File: src/rtl/frame_ram_writer_pkg.sv
// frame_ram_writer_pkg: shared LED frame geometry constants and the writer FSM state type
package litspin_pkg;
    localparam int LEDS_PER_HALF   = 16;
    localparam int HALVES          = 2;
    localparam int COLORS          = 3;
    localparam int ANGLES          = 64;
    localparam int BYTES_PER_ANGLE = 96;
    localparam int BYTES_PER_HALF  = LEDS_PER_HALF * COLORS;
    localparam int BANK_OFFSET     = 8192;
    typedef enum logic [1:0] {ST_IDLE, ST_WRITE, ST_DONE} state_t;
endpackage

File: src/rtl/frame_ram_writer_if.sv
// frame_ram_writer_if: byte stream handshake into the frame RAM writer
interface frame_ram_writer_if;
    logic [7:0] data_in;
    logic       data_valid;
    logic       sof;
    logic       data_ready;
    modport master (output data_in, data_valid, sof, input data_ready);
    modport slave  (input data_in, data_valid, sof, output data_ready);
endinterface

File: src/rtl/frame_addr_calc.sv
// frame_addr_calc: frame offset of one colour byte, same mapping as the LED read side
module frame_addr_calc
    import litspin_pkg::*;
#(
    parameter int CURRENT_LED_WIDTH = 4,
    parameter int ANGLE_WIDTH       = 6,
    parameter int W_ADDR_WIDTH      = 14
) (
    input  logic [ANGLE_WIDTH-1:0]       i_angle,
    input  logic                         i_half,
    input  logic [CURRENT_LED_WIDTH-1:0] i_led,
    input  logic [1:0]                   i_color,
    output logic [W_ADDR_WIDTH-1:0]      o_offset
);
    assign o_offset = W_ADDR_WIDTH'(i_angle) * W_ADDR_WIDTH'(BYTES_PER_ANGLE)
                    + W_ADDR_WIDTH'(i_half) * W_ADDR_WIDTH'(BYTES_PER_HALF)
                    + W_ADDR_WIDTH'(i_led) * W_ADDR_WIDTH'(COLORS)
                    + W_ADDR_WIDTH'(i_color);
endmodule

File: src/rtl/frame_ram_writer.sv
// frame_ram_writer: writes an sof-framed colour byte stream into frame RAM; FRAME_DOUBLE_BUFFER_EN enables bank ping-pong
module frame_ram_writer
    import litspin_pkg::*;
#(
    parameter int CURRENT_LED_WIDTH = 4,
    parameter int ANGLE_WIDTH       = 6,
    parameter int W_ADDR_WIDTH      = 14
) (
    input  logic                    clk,
    input  logic                    nrst,
    frame_ram_writer_if.slave       s_if,
    output logic                    w_en,
    output logic [W_ADDR_WIDTH-1:0] w_addr,
    output logic [7:0]              w_data,
    output logic                    rd_bank,
    output logic                    frame_done,
    output logic                    sync_err
);
    state_t                         r_state;
    logic [ANGLE_WIDTH-1:0]         r_angle, w_angle, w_n_angle;
    logic                           r_half, w_half, w_n_half;
    logic [CURRENT_LED_WIDTH-1:0]   r_led, w_led, w_n_led;
    logic [1:0]                     r_color, w_color, w_n_color;
    logic                           w_acc, w_wr, w_sof_err, w_last;
    logic                           w_c_wrap, w_l_wrap, w_h_wrap, w_a_wrap;
    logic                           w_write_bank;
    logic [W_ADDR_WIDTH-1:0]        w_offset;

    assign s_if.data_ready = r_state != ST_DONE;
    assign frame_done      = r_state == ST_DONE;

`ifdef FRAME_DOUBLE_BUFFER_EN
    logic r_rd_bank;
    assign rd_bank      = r_rd_bank;
    assign w_write_bank = ~r_rd_bank;
    // hand the just-completed bank to the reader as the FSM leaves DONE
    always_ff @(posedge clk) begin
        if (!nrst)
            r_rd_bank <= 1'b0;
        else if (r_state == ST_DONE)
            r_rd_bank <= ~r_rd_bank;
    end
`else
    assign rd_bank      = 1'b0;
    assign w_write_bank = 1'b0;
`endif

    // an sof byte always lands at offset 0, so it selects zero indices instead of the counters
    always_comb begin
        w_acc     = s_if.data_valid && s_if.data_ready;
        w_wr      = w_acc && (s_if.sof || r_state == ST_WRITE);
        w_sof_err = w_acc && s_if.sof && r_state == ST_WRITE;
        w_angle   = s_if.sof ? '0 : r_angle;
        w_half    = s_if.sof ? 1'b0 : r_half;
        w_led     = s_if.sof ? '0 : r_led;
        w_color   = s_if.sof ? 2'd0 : r_color;
        w_c_wrap  = w_color == 2'(COLORS - 1);
        w_l_wrap  = w_led == CURRENT_LED_WIDTH'(LEDS_PER_HALF - 1);
        w_h_wrap  = w_half == 1'(HALVES - 1);
        w_a_wrap  = w_angle == ANGLE_WIDTH'(ANGLES - 1);
        w_last    = w_c_wrap && w_l_wrap && w_h_wrap && w_a_wrap;
        w_n_color = w_c_wrap ? 2'd0 : w_color + 2'd1;
        w_n_led   = !w_c_wrap ? w_led : w_l_wrap ? '0 : w_led + 1'b1;
        w_n_half  = !(w_c_wrap && w_l_wrap) ? w_half : w_h_wrap ? 1'b0 : w_half + 1'b1;
        w_n_angle = !(w_c_wrap && w_l_wrap && w_h_wrap) ? w_angle : w_a_wrap ? '0 : w_angle + 1'b1;
    end

    frame_addr_calc #(
        .CURRENT_LED_WIDTH (CURRENT_LED_WIDTH),
        .ANGLE_WIDTH       (ANGLE_WIDTH),
        .W_ADDR_WIDTH      (W_ADDR_WIDTH)
    ) u_addr (
        .i_angle  (w_angle),
        .i_half   (w_half),
        .i_led    (w_led),
        .i_color  (w_color),
        .o_offset (w_offset)
    );

    // FSM, index counters and the registered RAM write port; counters wrap to 0 after the last byte
    always_ff @(posedge clk) begin
        if (!nrst) begin
            r_state  <= ST_IDLE;
            r_angle  <= '0;
            r_half   <= 1'b0;
            r_led    <= '0;
            r_color  <= 2'd0;
            w_en     <= 1'b0;
            w_addr   <= '0;
            w_data   <= 8'd0;
            sync_err <= 1'b0;
        end else begin
            r_state  <= r_state == ST_DONE ? ST_IDLE :
                        (w_wr && w_last)   ? ST_DONE :
                        w_wr               ? ST_WRITE : r_state;
            w_en     <= w_wr;
            sync_err <= w_sof_err;
            if (w_wr) begin
                w_addr  <= (w_write_bank ? W_ADDR_WIDTH'(BANK_OFFSET) : '0) + w_offset;
                w_data  <= s_if.data_in;
                r_angle <= w_n_angle;
                r_half  <= w_n_half;
                r_led   <= w_n_led;
                r_color <= w_n_color;
            end
        end
    end
endmodule

File: src/flat_wrapper.sv
// flat-port wrapper written by rule: the top's interface ports become plain ports
module frame_ram_writer_flat import litspin_pkg::*;
#(
    parameter int CURRENT_LED_WIDTH = 4,
    parameter int ANGLE_WIDTH       = 6,
    parameter int W_ADDR_WIDTH      = 14
)
  (clk, nrst, w_en, w_addr, w_data, rd_bank, frame_done, sync_err, s_if_data_in, s_if_data_valid, s_if_sof, s_if_data_ready);
  frame_ram_writer_if s_if_i ();
  input  logic clk;
  input  logic nrst;
  output logic w_en;
  output logic [W_ADDR_WIDTH-1:0] w_addr;
  output logic [7:0] w_data;
  output logic rd_bank;
  output logic frame_done;
  output logic sync_err;
  input wire logic [$bits(s_if_i.data_in)-1:0] s_if_data_in;
  input wire logic [$bits(s_if_i.data_valid)-1:0] s_if_data_valid;
  input wire logic [$bits(s_if_i.sof)-1:0] s_if_sof;
  output wire logic [$bits(s_if_i.data_ready)-1:0] s_if_data_ready;
  assign s_if_i.data_in = s_if_data_in;
  assign s_if_i.data_valid = s_if_data_valid;
  assign s_if_i.sof = s_if_sof;
  assign s_if_data_ready = s_if_i.data_ready;
  frame_ram_writer #(.CURRENT_LED_WIDTH(CURRENT_LED_WIDTH), .ANGLE_WIDTH(ANGLE_WIDTH), .W_ADDR_WIDTH(W_ADDR_WIDTH)) u_core (.clk(clk), .nrst(nrst), .s_if(s_if_i), .w_en(w_en), .w_addr(w_addr), .w_data(w_data), .rd_bank(rd_bank), .frame_done(frame_done), .sync_err(sync_err));
endmodule
File: config.mk
export PLATFORM = sky130hd
export DESIGN_NAME = frame_ram_writer_flat
export DESIGN_NICKNAME = d
export VERILOG_FILES = /design/src/rtl/frame_ram_writer_pkg.sv /design/src/rtl/frame_ram_writer_if.sv /design/src/rtl/frame_addr_calc.sv /design/src/rtl/frame_ram_writer.sv /design/src/flat_wrapper.sv
export SDC_FILE = /design/constraint.sdc
export NUM_CORES = 1
export LEC_CHECK = 0
export CORE_AREA = 2 2 85 87
export DETAILED_ROUTE_END_ITERATION = 8
export DIE_AREA = 0 0 87 89
export REMOVE_ABC_BUFFERS = 1
export SKIP_CTS_REPAIR_TIMING = 1
export SYNTH_ARGS = -nofsm -noshare
export SYNTH_HDL_FRONTEND = slang
export SYNTH_SLANG_ARGS = --single-unit
export TNS_END_PERCENT = 50
File: constraint.sdc
create_clock -name clk -period 8.8 [get_ports clk]
set_clock_uncertainty 0.05 [all_clocks]
set_input_delay 1.76 -clock clk [delete_from_list [all_inputs] [get_ports clk]]
set_output_delay 1.76 -clock clk [all_outputs]
set_load 0.02 [all_outputs]
==> impl_results.md <==
* Row cnt at 30
* Dpl hpwl at between 3 and 4 mm
* Share of the synthesized area in the top cell type at 32.4%
* DP Worst Slack at between 3000 and 4000 ps
* First-pass GRT wire length at about 8.8 mm
* GR Util met2 at 23.3%
* Pwr/cell area at between 100 and 150 mW/mm²
* Port Buffer Count at 37
* Peak VDD IR at about 0.00008 V
* Static Leak at 1.12 nW
* Drt initial violations at between 70 and 80
* Floorplan core area at about 0.0067 mm²
* Worst EP required at between 8000 and 9000 ps
* Ys flop type: dfxtp_1
* R2R cell count at 12
* Switch share at between 20 and 30%
* Sequential area share after synthesis at between 30 and 40%
* Drt first pass iters at 4
* Flops & latches, synth at 39
* Vias in the first global route at 1989
* Setup crit start: s_if_sof
* Worst path arrival time at 5350 ps
* Sw power at roughly 0.089 mW
* CP Capture Point: u_core.w_addr[13]
* R2R setup slack at 5430 ps
* Startpoint types: input pin
* Total wire length at approximately 5.1 mm
* Synth area leader: dfxtp_1
* Highest clock rate at ~190 MHz
* Period minus WS final at 5190 ps
* Starting Density at 35.8%
* Yosys Warn Count at 0
* Layout cells sized above 1 at 4.83%
* Worst-Margin Slew at roughly 1100 ps
* Clock sinks at 39
* Post-Synthesis Cells at slightly above 300
* Gr busiest metal: met2
* Synth Cell Area at approximately 0.0024 mm²
* Num ports at 39
* Fill cells at 687
* Clk pwr share at between 30 and 40%
* Unrepaired setup endpoints after global routing: no
* Clock-pin slew on the worst setup and hold paths at roughly 70 ps
* Slew headroom at between 20% and 30%
* Met1 Use GR at between 10% and 20%
* Final hold vios at 0
* Htree depth at 2
* Setup TNS Final at 0 ps
* Post-synth cell types at 52
* Overall Global Routing Usage at 14.1%
* Asr flop ratio synth at 0%
* Internal power at ~0.25 mW
* Clock Path Buffers at 2
* Max_cap viols at 0
* DR vias at about 2100
* Final Power at 0.342 mW
* M3 GR Usage at 3.05%
* Worst Hold Class: reg -> reg
* GRT overflow at 0
* EDFF count, synth at 0
* Logic gate share of total power at 11.9%
* Fin worst setup slack at 3610 ps
* CTS tree: built
* Drc violations at 0
* GPL Wtd Cong at roughly 0.74
* Worst Path Max Fanout at 37
* P&R area growth vs syn at 20.0%
* Largest net degree at the start of global routing at 38
* Kind of critical path: in -> reg
* Max-slew violations at 0
* Final setup viols at 0
* Status: complete, no violations
* Worst R2R Start: u_core.r_led[0]
* Largest cells by area after synthesis: dfxtp_1 (32%), ha_1 (8.8%), nand2_1 (7.6%)
* Root buf cell: clkbuf_8
* RR Endpoint: u_core.w_addr[13]
* Fin crit share at between 50% and 60%
* Vias per inst at just over 5
* Synth Area per Inst at 7.97 µm²
* Initial antenna violation count at 0
* CP Capture Type: flip-flop
* Skew-Pair Late Insertion Delay at about 290 ps
* Die height at approximately 89 µm
* DRT antenna net count at 0
* Sequential fraction of design power at 53.6%
* TritonCTS buffer count at 5
* Ant diodes at 0
* Die footprint at approximately 0.0077 mm²
* Die X at 87 µm
* Layout net count at ~360
* DR WL/cell at between 10 and 15 µm
layer usage:
metal / up-vias / share of wire (%) / routed length (µm)
met2: 28 / 45 / 2310
met4: 0 / 1.0 / 52
met5: - / 0 / 0
met3: 7 / 3.1 / 155
li1: 1093 / - / -
met1: 960 / 50 / 2560
cell usage after synthesis, types with 2 or more instances:
cell type and count:
nand2_1 49, dfxtp_1 39, a21oi_1 32, nor2_1 24, ha_1 17, o21ai_0 17, inv_1 12, clkbuf_1 11
nor2b_1 9, xnor2_1 7, nand3b_1 6, a211oi_1 5, a21o_1 5, nand2b_1 5, nand3_1 5, nor3_1 4
and2_1 3, buf_4 3, fa_1 3, mux2i_1 3, nand4b_1 3, a22oi_1 2, buf_1 2, buf_2 2
nand4_1 2, o211ai_1 2, o31ai_1 2, or2b_1 2, or4_1 2, xor2_1 2
cell type report:
cell class,count,area (µm²),area share [%]
Multi-Input combinational cell,232,1490,51.5
Sequential cell,39,781,27.0
Timing Repair Buffer,40,393,13.6
Tap cell,80,100,3.46
Clock buffer,7,76.3,2.64
Inverter,12,45.0,1.56
Clock inverter,1,5.00,0.173
registers in the layout (all words and copies together), names as in the netlist:
name             cells
u_core.r_half        1
u_core.w_data        8
u_core.r_state       2
u_core.r_led         4
u_core.sync_err      1
u_core.r_color       2
u_core.w_addr       14
u_core.w_en          1
u_core.r_angle       6
cell families (layout without fill, tap and decap cells):
| group | Yosys count | after routing | share of synthesized area, % |
|---|---|---|---|
| AO/OA/AOI/OAI | 75 | 75 | 19.7 |
| XOR/XNOR | 9 | 9 | 3.27 |
| adder cells (fa/ha/maj) | 21 | 21 | 11.7 |
| buffers and inverters | 31 | 60 | 5.72 |
| flip-flops | 39 | 39 | 32.4 |
| multiplexers | 4 | 4 | 1.87 |
| other | 1 | 1 | 0.156 |
| AND/OR/NAND/NOR | 122 | 122 | 25.1 |
critical path, cell delays in order:
cell and delay (ps):
clkdlybuf4s50_1 460, buf_4 330, nor2b_1 160, ha_1 240
fa_1 440, ha_1 340, o21ai_0 90, o21bai_1 120
a21oi_1 130, or4b_1 580, or4_1 530, a21oi_1 150
metrics by stage:
stage / instance area (µm²) / instances / hold slack (ps) / utilization (%)
after global routing: 2890 / 411 / 422 / 43.0
after global placement: 2810 / 403 / 389 / 41.8
after floorplan: 2310 / 283 / 382 / -
final: 2890 / 411 / 402 / 43.0
after CTS: 2890 / 411 / 407 / 43.0
after detailed placement: 2810 / 403 / 396 / 41.8
how the worst min path moves through the flow:
stage,startpoint,endpoint,slack [ps],cells after the start
finish,u_core.w_data[2],u_core.w_data[2],400,2
global route,u_core.w_data[2],u_core.w_data[2],420,2
CTS,u_core.w_data[2],u_core.w_data[2],410,2
detailed placement,u_core.w_data[2],u_core.w_data[2],400,2
global placement,u_core.r_half,u_core.r_half,390,2
floorplan,u_core.r_half,u_core.r_half,380,2
power by group through the flow:
stage          Sequential (mW)  Combinational, mW  Clock (mW)
2_1_floorplan            0.192             0.0156           0
3_3_place_gp             0.187             0.0407           0
3_5_place_dp             0.187             0.0411           0
4_1_cts                  0.183             0.0412       0.123
5_1_grt                  0.184             0.0447       0.130
6_report                 0.183             0.0406       0.118
cells in the final DEF, fill, tap and decap left out, types with 6 or more instances in the layout:
| cell | synthesis | routed |
|---|---|---|
| clkdlybuf4s50_1 | 0 | 37 |
| nand3b_1 | 6 | 6 |
| nand2_1 | 49 | 49 |
| a21oi_1 | 32 | 32 |
| xnor2_1 | 7 | 7 |
| ha_1 | 17 | 17 |
| nor2b_1 | 9 | 9 |
| inv_1 | 12 | 12 |
| o21ai_0 | 17 | 17 |
| dfxtp_1 | 39 | 39 |
| nor2_1 | 24 | 24 |
Power figures use the tool's default switching activity.
